File: config.mk
export PLATFORM = sky130hd
export DESIGN_NAME = ddr3_user_port_arbiter
export DESIGN_NICKNAME = d
export VERILOG_FILES = /design/src/rtl/ddr3_user_port_arbiter.sv
export SDC_FILE = /design/constraint.sdc
export NUM_CORES = 1
export LEC_CHECK = 0
export ABC_AREA = 1
export BUFFER_PORTS_ARGS = -buffer_cell sky130_fd_sc_hd__buf_2
export CORE_MARGIN = 1
export CORE_UTILIZATION = 30
export DETAILED_ROUTE_END_ITERATION = 8
export HOLD_SLACK_MARGIN = 0.1
export PLACE_DENSITY = 0.65
export SLEW_MARGIN = 10
export SYNTH_ARGS = -nofsm -noshare
export SYNTH_HDL_FRONTEND = slang
export SYNTH_SLANG_ARGS = --single-unit
File: constraint.sdc
create_clock -name clk -period 2.93 [get_ports clk]
set_input_delay 0.4395 -clock clk [delete_from_list [all_inputs] [get_ports clk]]
set_output_delay 0.4395 -clock clk [all_outputs]
set_load 0.005 [all_outputs]
File: src/rtl/ddr3_user_port_arbiter.sv
// Two-requester round-robin arbiter for the DDR3 controller user command port.
// Accepted reads are tagged in order so returned data is steered to its issuer.
module ddr3_user_port_arbiter #(
    parameter int unsigned ADDRESS_BITWIDTH      = 15,
    parameter int unsigned BANK_ADDRESS_BITWIDTH = 3,
    parameter int unsigned DQ_BITWIDTH           = 16,
    parameter int unsigned MAX_OUTSTANDING_READS = 4,
    localparam int unsigned UA    = BANK_ADDRESS_BITWIDTH + ADDRESS_BITWIDTH,
    localparam int unsigned PTR_W = $clog2(MAX_OUTSTANDING_READS),
    localparam int unsigned CNT_W = PTR_W + 1
) (
    input  logic                   clk,
    input  logic                   reset,
    input  logic                   req0_valid,
    input  logic                   req0_write,
    input  logic [UA-1:0]          req0_address,
    input  logic [DQ_BITWIDTH-1:0] req0_wdata,
    output logic                   req0_ready,
    output logic                   req0_rdata_valid,
    output logic [DQ_BITWIDTH-1:0] req0_rdata,
    input  logic                   req1_valid,
    input  logic                   req1_write,
    input  logic [UA-1:0]          req1_address,
    input  logic [DQ_BITWIDTH-1:0] req1_wdata,
    output logic                   req1_ready,
    output logic                   req1_rdata_valid,
    output logic [DQ_BITWIDTH-1:0] req1_rdata,
    output logic                   write_enable,
    output logic                   read_enable,
    output logic [UA-1:0]          i_user_data_address,
    output logic [DQ_BITWIDTH-1:0] i_user_data,
    input  logic                   cmd_accept,
    input  logic                   rd_data_valid,
    input  logic [DQ_BITWIDTH-1:0] o_user_data,
    output logic [CNT_W-1:0]       outstanding_reads,
    output logic                   err_unexpected_rdata
);

    typedef enum logic {IDLE = 1'b0, ISSUE = 1'b1} state_t;

    state_t                         state;
    logic                           grant_id;
    logic                           rr_ptr;
    logic [MAX_OUTSTANDING_READS-1:0] tag_mem;
    logic [PTR_W-1:0]               wr_ptr;
    logic [PTR_W-1:0]               rd_ptr;

    logic                   fifo_full;
    logic                   elig0;
    logic                   elig1;
    logic                   sel;
    logic                   sel_write;
    logic [UA-1:0]          sel_address;
    logic [DQ_BITWIDTH-1:0] sel_wdata;
    logic                   accept;
    logic                   push;
    logic                   pop;
    logic                   head;

    // Reads are held back while the tag FIFO is full; writes never are.
    assign fifo_full = (outstanding_reads == CNT_W'(MAX_OUTSTANDING_READS));
    assign elig0     = req0_valid & (req0_write | ~fifo_full);
    assign elig1     = req1_valid & (req1_write | ~fifo_full);
    assign sel       = (elig0 & elig1) ? rr_ptr : elig1;

    assign sel_write   = sel ? req1_write   : req0_write;
    assign sel_address = sel ? req1_address : req0_address;
    assign sel_wdata   = sel ? req1_wdata   : req0_wdata;

    assign accept = (state == ISSUE) & cmd_accept;
    assign push   = accept & read_enable;
    assign pop    = rd_data_valid & (outstanding_reads != '0);
    assign head   = tag_mem[rd_ptr];

    assign req0_ready = accept & ~grant_id;
    assign req1_ready = accept &  grant_id;

    // Zero-latency steer of returned data to the requester at the tag head.
    assign req0_rdata_valid = pop & ~head;
    assign req1_rdata_valid = pop &  head;
    assign req0_rdata       = (pop & ~head) ? o_user_data : '0;
    assign req1_rdata       = (pop &  head) ? o_user_data : '0;

    always_ff @(posedge clk) begin
        if (reset) begin
            state                <= IDLE;
            grant_id             <= 1'b0;
            rr_ptr               <= 1'b0;
            write_enable         <= 1'b0;
            read_enable          <= 1'b0;
            i_user_data_address  <= '0;
            i_user_data          <= '0;
            tag_mem              <= '0;
            wr_ptr               <= '0;
            rd_ptr               <= '0;
            outstanding_reads    <= '0;
            err_unexpected_rdata <= 1'b0;
        end else begin
            case (state)
                IDLE: begin
                    if (elig0 | elig1) begin
                        grant_id            <= sel;
                        write_enable        <= sel_write;
                        read_enable         <= ~sel_write;
                        i_user_data_address <= sel_address;
                        i_user_data         <= sel_write ? sel_wdata : '0;
                        state               <= ISSUE;
                    end
                end
                ISSUE: begin
                    if (cmd_accept) begin
                        write_enable <= 1'b0;
                        read_enable  <= 1'b0;
                        rr_ptr       <= ~grant_id;
                        state        <= IDLE;
                    end
                end
                default: state <= IDLE;
            endcase

            if (push) begin
                tag_mem[wr_ptr] <= grant_id;
                wr_ptr          <= wr_ptr + PTR_W'(1);
            end
            if (pop) begin
                rd_ptr <= rd_ptr + PTR_W'(1);
            end
            outstanding_reads <= outstanding_reads + CNT_W'(push) - CNT_W'(pop);

            // Data with nothing to match it is dropped and flagged.
            if (rd_data_valid && (outstanding_reads == '0) && !push) begin
                err_unexpected_rdata <= 1'b1;
            end
        end
    end

endmodule

==> results.toml, run 1 <==
[pwr]
p_int_uw = 1470
p_leak_uw = 0.002140
clock_power_share_pct = 25.3
finalPower_uw = 2247
p_sw_uw = 777.1
peakVddDrop_v = 0.0002851
p_comb_share_pct = 36.2
p_sw_share_pct = 34.59
seqPwrFrac_pct = 38.5
p_per_area_mw_per_mm2 = 606.1

[worst_setup_path]
critPathMaxStageDelay_ns = 0.46
startpoint_type = "flop"
worstPathArrival_ns = 1.75
critPathMaxFanout = 17
path_common_cell = "nand2_1"
path_buf_inv = 3
criticalPathCategory = "flop to output port"
endpoint_kind = "output port"
cpMaxStageDelayCell = "dfxtp_1"
crit_required_ns = 2.49
cp_cell_sequence = "inv_1 > nand2_1 > nand2_1 > inv_1 > nand2_1 > nor2_1 > buf_2"
crit_family = "simple AND/OR/NAND/NOR gates"

[synthesis]
synth_edf_count = 0
syn_inst = 397
ys_top_cells_by_count = "nand2_1, inv_1, dfxtp_1"
ys_seq_area_share_pct = 37.95
synth.area.top_cells = "dfxtp_1, nand2_1, inv_1, a21oi_1, nor2_1"
synth_ff_type = "dfxtp_1"
synth_most_common_cell = "nand2_1"
synth_top_area_share_pct = 37.95
ys_ff_latch = 51
synth_top_area_cell = "dfxtp_1"
synth.distinct_cells = 29
async_flop_share_pct = 0
synth_area_mm2 = 0.002690
syn_area_per_cell_um2 = 6.776
synth.net_count = 496
yosysWarnings = 0

[sta]
finalWorstSetupSlack_ns = 0.7385
period_needed_ns = 2.191
finClkSkew_ns = 0.005721
maxSlewHeadroom_pct = 56.38
finalSetupTns_ns = 0
slew_violations = 0
hold_violations = 0
timing.fmax_mhz = 456.3
finalSetupViolCount = 0
worst_pin_slew_ns = 0.6543
period_share_pct = 74.79
rsz0062_at_grt = "false"

[clocking]
clk_latency_ns = 0.29
hold_buffers = 0
cts_tree = "done"
cts_buffer_depth = 2
cts-root-buf = "clkbuf_8"
h-tree-depth = 2
cts_buffers = 5
post_cts_buffers = 0
cts_sinks = 51
clk_pin_slew_ns = 0.09
ctsResizeCount = 0

[die]
die_h_um = 96.70
num_io_pins = 168
fp.coreArea_mm2 = 0.008721
die_width_um = 96.70
dieArea_mm2 = 0.009350
fp-row-count = 34
start_util_pct = 30.85

[routing]
vias = 2957
drt_pass1_iterations = 4
drt-total-wl_mm = 7.292
vias_per_cell = 4.467
ant_nets = 0
drc = 0
post_drt_wl_per_cell_um = 11.02
initialDrtViolationCount = 83

[final_layout]
drive_above_1_share_pct = 34.12
stdcell_area_mm2 = 0.003707
n_fill_cell = 934
antenna_cells = 0
fin_nets = 652
syn2layout_area_growth_pct = 37.81

[outcome]
status = "complete, no violations"

[placed_design]
gp_congestion = 0.7597
dp_hpwl_mm = 5.596
place_ws_ns = 0.7634
portBuffers = 167
dpl_cell_area_mm2 = 0.003575

[global_routing]
grt_pass1_wl_mm = 12.12
track_usage_pct = 15.38
antenna_found_initial = 0
grt_pass1_vias = 2804
grt-ovfl-total = 0
grt_max_degree = 56

[run]
drv_cap = 0

[hold_path]
hold_class = "primary input to flop"
==> routing by layer <==
| layer | global-route usage [%] | share of wire, % | routed length [um] |
|---|---|---|---|
| met1 | 18.44 | 46 | 3337 |
| met2 | 27.79 | 49 | 3547 |
| met3 | 2.384 | 3.8 | 277 |
| met4 | 5.166 | 1.8 | 129 |
| met5 | 0 | 0 | 0 |
==> cell usage in the layout (no fill, tap or decap), types with 4 or more instances in the layout <==
cell | Yosys | final
inv_1 | 57 | 57
ha_1 | 6 | 6
a21oi_1 | 32 | 32
buf_2 | 9 | 167
nand3_1 | 21 | 21
dfxtp_1 | 51 | 51
nor2_1 | 41 | 41
o211ai_1 | 18 | 18
clkbuf_8 | 0 | 5
nand2_1 | 120 | 120
a311oi_1 | 4 | 4
o21ai_0 | 8 | 8
==> cell type report <==
type	instances	area, um2	share of cell area (%)
clock inverter	2	60.06	1.620
timing repair buffer	168	843.3	22.75
multi-input combinational	267	1348	36.35
sequential	51	1021	27.54
tap	108	135.1	3.645
inverter	60	227.7	6.142
clock buffer	6	72.57	1.957
==> final timing paths <==
check / start / end / depth (start not counted) / slack [ns]
max: outstanding_reads[2] / req0_rdata[12] / 7 / 0.74
min: req1_wdata[14] / i_user_data[14] / 5 / 0.42
max reg2reg: state / outstanding_reads[2] / 9 / 0.86
min reg2reg: err_unexpected_rdata / err_unexpected_rdata / 2 / 0.46
==> worst reg2reg max path, stage by stage (launching register included) <==
cell and delay, ns:
dfxtp_1 0.41, nand2_1 0.13, inv_1 0.09, nand2_1 0.15, ha_1 0.33, inv_1 0.04, ha_1 0.18, fa_1 0.39
xnor2_1 0.18, nor2_1 0.05
==> power by group through the flow <==
stage / sequential [uW] / clock (uW) / combinational (uW)
4_1_cts: 866 / 588 / 828
3_5_place_dp: 881 / 0 / 827
6_report: 866 / 569 / 812
2_1_floorplan: 882 / 0 / 515
3_3_place_gp: 878 / 0 / 801
5_1_grt: 880 / 615 / 926
==> metrics by stage <==
step | util (%) | hold WS, ns | std cells
3_3_place_gp | 40.99 | 0.4466 | 654
4_1_cts | 42.51 | 0.4143 | 662
3_5_place_dp | 40.99 | 0.4521 | 654
6_report | 42.51 | 0.4214 | 662
2_1_floorplan | - | 0.4466 | 397
5_1_grt | 42.51 | 0.4208 | 662
==> state kept, by name (all words and copies together), names as in the netlist, 2 cells and up <==
register and cells:
wr_ptr 2, i_user_data_address 18, outstanding_reads 3, tag_mem 4, rd_ptr 2, i_user_data 16
==> cell families (layout without fill, tap and decap cells) <==
group / Yosys count / in the layout / share of synthesized area (%)
compound gates: 65 / 65 / 15.02
flops: 51 / 51 / 37.95
fa+ha+maj: 7 / 7 / 3.535
xor+xnor: 2 / 2 / 0.6513
simple gates: 193 / 193 / 30.88
buf+inv: 79 / 236 / 11.95
No activity file was read; power rests on OpenSTA's default activity.
==> run 2: changes to the inputs <==
--- a/config.mk
+++ b/config.mk
@@ -5,7 +5,7 @@
 export SDC_FILE = /design/constraint.sdc
 export NUM_CORES = 1
 export LEC_CHECK = 0
-export ABC_AREA = 1
+export ABC_AREA = 0
 export BUFFER_PORTS_ARGS = -buffer_cell sky130_fd_sc_hd__buf_2
 export CORE_MARGIN = 1
 export CORE_UTILIZATION = 30
==> constraint.sdc (replaced) <==
create_clock -name clk -period 2.2 [get_ports clk]
set_input_delay 0.33 -clock clk [delete_from_list [all_inputs] [get_ports clk]]
set_output_delay 0.33 -clock clk [all_outputs]
set_load 0.005 [all_outputs]
==> run 2 against run 1 <==
Against the previous run: flip-flop and latch count stayed put; combinational power is 43% higher; utilization is 1.3 points higher; routed wire length is 5.4% higher; total power is 28% higher; synthesized cell count is 26% lower; register-to-register slack worse by 0.71 ns; first-iteration DRC count is 31% higher; critical path depth is 2 lower.
==> results.toml, run 2 <==
[sta]
hold_violations = 0
rsz0062_at_grt = "false"
period_needed_ns = 2.086
timing.fmax_mhz = 479.5
worst_pin_slew_ns = 0.7637
finalSetupTns_ns = 0
finClkSkew_ns = 0.01201
period_share_pct = 94.81
slew_violations = 0
finalHoldWorstSlack_ns = 0.2801
maxSlewHeadroom_pct = 49.08
finalSetupViolCount = 0

[worst_setup_path]
crit_family = "multiplexers"
endpoint_kind = "output port"
criticalPathCategory = "flop to output port"
critPathMaxFanout = 12
path_buf_inv = 2
critPathMaxStageDelay_ns = 0.54
crit_required_ns = 1.87
cp_cell_sequence = "mux4_2 > nor2b_4 > buf_6 > and2_1 > buf_2"
worstPathArrival_ns = 1.76
startpoint_type = "flop"
cpMaxStageDelayCell = "mux4_2"

[routing]
vias = 2799
drt-total-wl_mm = 7.683
post_drt_wl_per_cell_um = 13.46
vias_per_cell = 4.902
drc = 0
ant_nets = 0
drt_pass1_iterations = 6
initialDrtViolationCount = 109

[clocking]
clk_pin_slew_ns = 0.10
cts_tree = "done"
clk_latency_ns = 0.30
cts_sinks = 51
cts_buffers = 5
cts-root-buf = "clkbuf_8"
cts_buffer_depth = 2
h-tree-depth = 2
hold_buffers = 0

[die]
die_width_um = 97
die_h_um = 97
dieArea_mm2 = 0.009409
fp-row-count = 34
start_util_pct = 31.05
fp.coreArea_mm2 = 0.008721
num_io_pins = 168

[final_layout]
largest_registers = "i_user_data_address x18, i_user_data x16, tag_mem x4"
final_cells = 571
n_fill_cell = 888
top_register = "i_user_data_address"
syn2layout_area_growth_pct = 41.04
mostFrequentLayoutCells = "buf_2, nand2_1, dfxtp_1"
drive_above_1_share_pct = 47.73
largest_register_ffs = 18
stdcell_area_mm2 = 0.003819
antenna_cells = 0
fin_nets = 561
layout.cells.most_common = "buf_2"

[pwr]
p_int_uw = 1873
p_sw_share_pct = 34.69
p_comb_share_pct = 40.3
seqPwrFrac_pct = 41.2
peakVddDrop_v = 0.0002559
p_sw_uw = 994.7
finalPower_uw = 2867
clock_power_share_pct = 18.5
p_per_area_mw_per_mm2 = 750.9
p_leak_uw = 0.001958

[synthesis]
ys_ff_latch = 51
synth_area_mm2 = 0.002708
synth.net_count = 393
ys_seq_area_share_pct = 37.71
yosysWarnings = 0
synth_top_area_share_pct = 37.71
synth_edf_count = 0
synth_ff_type = "dfxtp_1"
synth.distinct_cells = 41
syn_area_per_cell_um2 = 9.210
synth_most_common_cell = "dfxtp_1"
async_flop_share_pct = 0
synth.area.top_cells = "dfxtp_1, nand2_1, mux2i_1, a311oi_2, o2bb2ai_1"
ys_top_cells_by_count = "dfxtp_1, nand2_1, and3_1"
synth_top_area_cell = "dfxtp_1"
syn_inst = 294

[global_routing]
grt_pass1_wl_mm = 12.18
grt_pass1_vias = 2713
antenna_found_initial = 0
grt-ovfl-total = 0
grt_max_degree = 22
track_usage_pct = 15.65

[placed_design]
dp_hpwl_mm = 5.743
dpl_cell_area_mm2 = 0.003701
portBuffers = 167
gp_congestion = 0.8588
dpl.cell_count = 562

[run]
drv_cap = 0

[outcome]
status = "complete, no violations"

[hold_path]
hold_class = "primary input to flop"
[run 2: changes by cell type after synthesis, sizes merged, moves of 5 or more]
| cell | change |
|---|---|
| and2 | +17 |
| a21oi | -5 |
| o2bb2ai | +16 |
| and3 | +19 |
| nor2 | -35 |
| clkbuf | +5 |
| o21ai | -6 |
| nand2 | -77 |
| nand3 | -19 |
| o211ai | -16 |
| inv | -50 |
| a311oi | +14 |
| mux2i | +16 |
[run 2: kinds of logic (layout without fill, tap and decap cells)]
group	after synthesis	in the layout	share of synthesized area [%]
compound gates	75	75	24.58
xor+xnor	5	5	1.617
fa+ha+maj	7	7	3.512
buf+inv	33	202	6.285
flops	51	51	37.71
mux	17	17	6.747
simple gates	106	106	19.55
[run 2: cell type report]
cell class	instances	area, um2	share of cell area [%]
repair buffers	184	996.0	26.08
clock buffers	6	72.57	1.900
well taps	108	135.1	3.539
clock inverters	2	12.51	0.3277
flip-flops and latches	51	1026	26.87
inverters	10	37.54	0.9830
multi-input cells	210	1539	40.30
[run 2: per-layer routing]
layer	GRT usage (%)	wire length, um	vias up
met5	0	0	-
met4	4.592	127	0
met3	4.191	500	11
met2	28.71	3740	117
met1	17.54	3314	1283
li1	-	-	1388
[run 2: path summary, 6_finish.rpt]
check,cells past startpoint,endpoint,slack (ns),from
min,3,i_user_data_address[3],0.28,req0_address[3]
max reg2reg,8,outstanding_reads[2],0.15,outstanding_reads[2]
max,5,req0_rdata[10],0.11,rd_ptr[0]
min reg2reg,2,tag_mem[0],0.46,tag_mem[0]
[run 2: worst register-to-register path: stages, from the launching register on]
cell,delay [ns]
dfxtp_2,0.36
o31a_1,0.33
ha_1,0.28
inv_1,0.04
ha_1,0.19
fa_1,0.38
xnor2_1,0.18
xnor2_1,0.14
nor2_1,0.05
[run 2: per-stage QoR]
stage | util [%] | worst slack [ns]
floorplan | - | 0.06190
global placement | 42.44 | 0.1369
detailed placement | 42.44 | 0.07023
CTS | 43.50 | 0.007694
global route | 43.79 | 0.01915
finish | 43.79 | 0.1143
[run 2: power groups by stage]
stage               logic, uW  registers, uW  clock network [uW]
global placement         1100           1190                   0
finish                   1160           1180                 530
floorplan                 685           1190                   0
global route             1280           1200                 591
CTS                      1150           1170                 549
detailed placement       1130           1190                   0
[run 2: repair_timing]
action	in CTS	in global routing
hold endpoints to repair	0	0
gates cloned	0	0
resized for setup	2	7
setup endpoints to repair	12	29
setup buffers	0	1
pin swaps	0	0
==> run 3: changes to the inputs <==
--- a/config.mk
+++ b/config.mk
@@ -12,6 +12,7 @@
 export DETAILED_ROUTE_END_ITERATION = 8
 export HOLD_SLACK_MARGIN = 0.1
 export PLACE_DENSITY = 0.65
+export RECOVER_POWER = 50
 export SLEW_MARGIN = 10
 export SYNTH_ARGS = -nofsm -noshare
 export SYNTH_HDL_FRONTEND = slang
==> run 3 against run 2 <==
Against the previous run: cell count unchanged; routed wire length down 0.53%; clock power about the same; critical endpoint unchanged; utilization is 0.69 points lower; sequential share of layout area is 0.40 points higher; count of clock-buffer cells in the layout unchanged; die area unchanged; global-route usage is the same; combinational power decreased by 3%; first-iteration DRC count grew 1.8%; highest routed layer unchanged; non-clock buffer count is the same.
==> results.toml, run 3 (synthesis gave the netlist of run 2 again) <==
[placed_design]
portBuffers = 167
dp_hpwl_mm = 5.743
place_ws_ns = 0.07023
gp_congestion = 0.8588

[die]
num_io_pins = 168
die_width_um = 97
fp.coreArea_mm2 = 0.008721
dieArea_mm2 = 0.009409
start_util_pct = 31.05
fp-row-count = 34
die_h_um = 97

[hold_path]
min_from = "req0_address[3]"
hold_class = "primary input to flop"

[worst_setup_path]
cp-startpoint = "rd_ptr[0]"
worstPathArrival_ns = 1.76
critPathMaxFanout = 12
startpoint_type = "flop"
r2r-start = "outstanding_reads[1]"
endpoint_kind = "output port"
criticalPathCategory = "flop to output port"
crit_required_ns = 1.87

[final_layout]
antenna_cells = 0
drive_above_1_share_pct = 42.12
layout.cells.most_common = "buf_2"
largest_registers = "i_user_data_address x18, i_user_data x16, tag_mem x4"
syn2layout_area_growth_pct = 38.82
mostFrequentLayoutCells = "buf_2, nand2_1, dfxtp_1"
top_register = "i_user_data_address"
largest_register_ffs = 18
multi_input_area_mm2 = 0.001530
seqCellArea_mm2 = 0.001025
n_fill_cell = 899
fin_util_pct = 43.10
fin_nets = 561

[sta]
finClkSkew_ns = 0.01097
maxSlewHeadroom_pct = 49.69
worst_pin_slew_ns = 0.7546
period_needed_ns = 2.090
period_share_pct = 95.00
finalSetupViolCount = 0
timing.fmax_mhz = 478.5
finalWorstSetupSlack_ns = 0.1099
finalHoldWorstSlack_ns = 0.2821
finalSetupTns_ns = 0
hold_violations = 0
rsz0062_at_grt = "false"
slew_violations = 0

[pwr]
peakVddDrop_v = 0.0002559
p_leak_uw = 0.001857
p_per_area_mw_per_mm2 = 753.6
finalPower_uw = 2832

[routing]
initialDrtViolationCount = 111
post_drt_wl_per_cell_um = 13.38
vias_per_cell = 4.876
drc = 0
vias = 2784
ant_nets = 0
drt_pass1_iterations = 6
drt-total-wl_mm = 7.642

[outcome]
status = "complete, no violations"

[global_routing]
grt_max_degree = 22
track_usage_pct = 15.65
grt_pass1_wl_mm = 12.18
antenna_found_initial = 0
grt_pass1_vias = 2713
grt-ovfl-total = 0

[clocking]
cts_tree = "done"
h-tree-depth = 2
clk_pin_slew_ns = 0.10
cts-root-buf = "clkbuf_8"
cts_buffers = 5
cts_buffer_depth = 2
hold_buffers = 0
cts_sinks = 51
clk_latency_ns = 0.30

[run]
drv_cap = 0
==> run 3: report_power, final <==
part	total, uW	switching (uW)	leakage, uW	internal [uW]
clock	528	305	0.0000412	223
combinational	1120	572	0.00140	552
sequential	1180	114	0.000420	1070
==> run 3: metal layers <==
metal | track usage, % | wire length (um) | up-vias
met5 | 0 | 0 | -
met1 | 17.54 | 3331 | 1273
met4 | 4.592 | 127 | 0
met2 | 28.71 | 3713 | 114
met3 | 4.191 | 470 | 11
li1 | - | - | 1386
==> run 3: path summary, 6_finish.rpt <==
path	slack [ns]	depth (start not counted)	end
worst max-delay path	0.11	5	req0_rdata[10]
worst min-delay path	0.28	3	i_user_data_address[3]
worst max register to register	0.12	5	i_user_data[13]
worst min register to register	0.46	2	tag_mem[2]
==> run 3: worst max-delay path: stages (launching register included) <==
cell and delay, ns:
dfxtp_2 0.36, mux4_2 0.54, nor2b_4 0.18, buf_6 0.15, and2_1 0.13, buf_2 0.11
==> run 3: cell type report <==
type	count	share of cell area, %
clock buffer	6	1.931
timing repair buffer	184	25.17
tap	108	3.595
multi-input combinational	210	40.71
sequential	51	27.26
inverter	10	0.9987
clock inverter	2	0.3329
==> run 3: timing repair <==
action	CTS	global route
resized for setup	2	7
pin swaps	0	0
setup endpoints to repair	12	29
buffers inserted	0	1
==> run 3: per-stage QoR <==
step | area [um2] | instances
6_report | 3759 | 571
5_1_grt | 3759 | 571
4_1_cts | 3794 | 570
3_5_place_dp | 3701 | 562
3_3_place_gp | 3701 | 562
2_1_floorplan | 2708 | 294
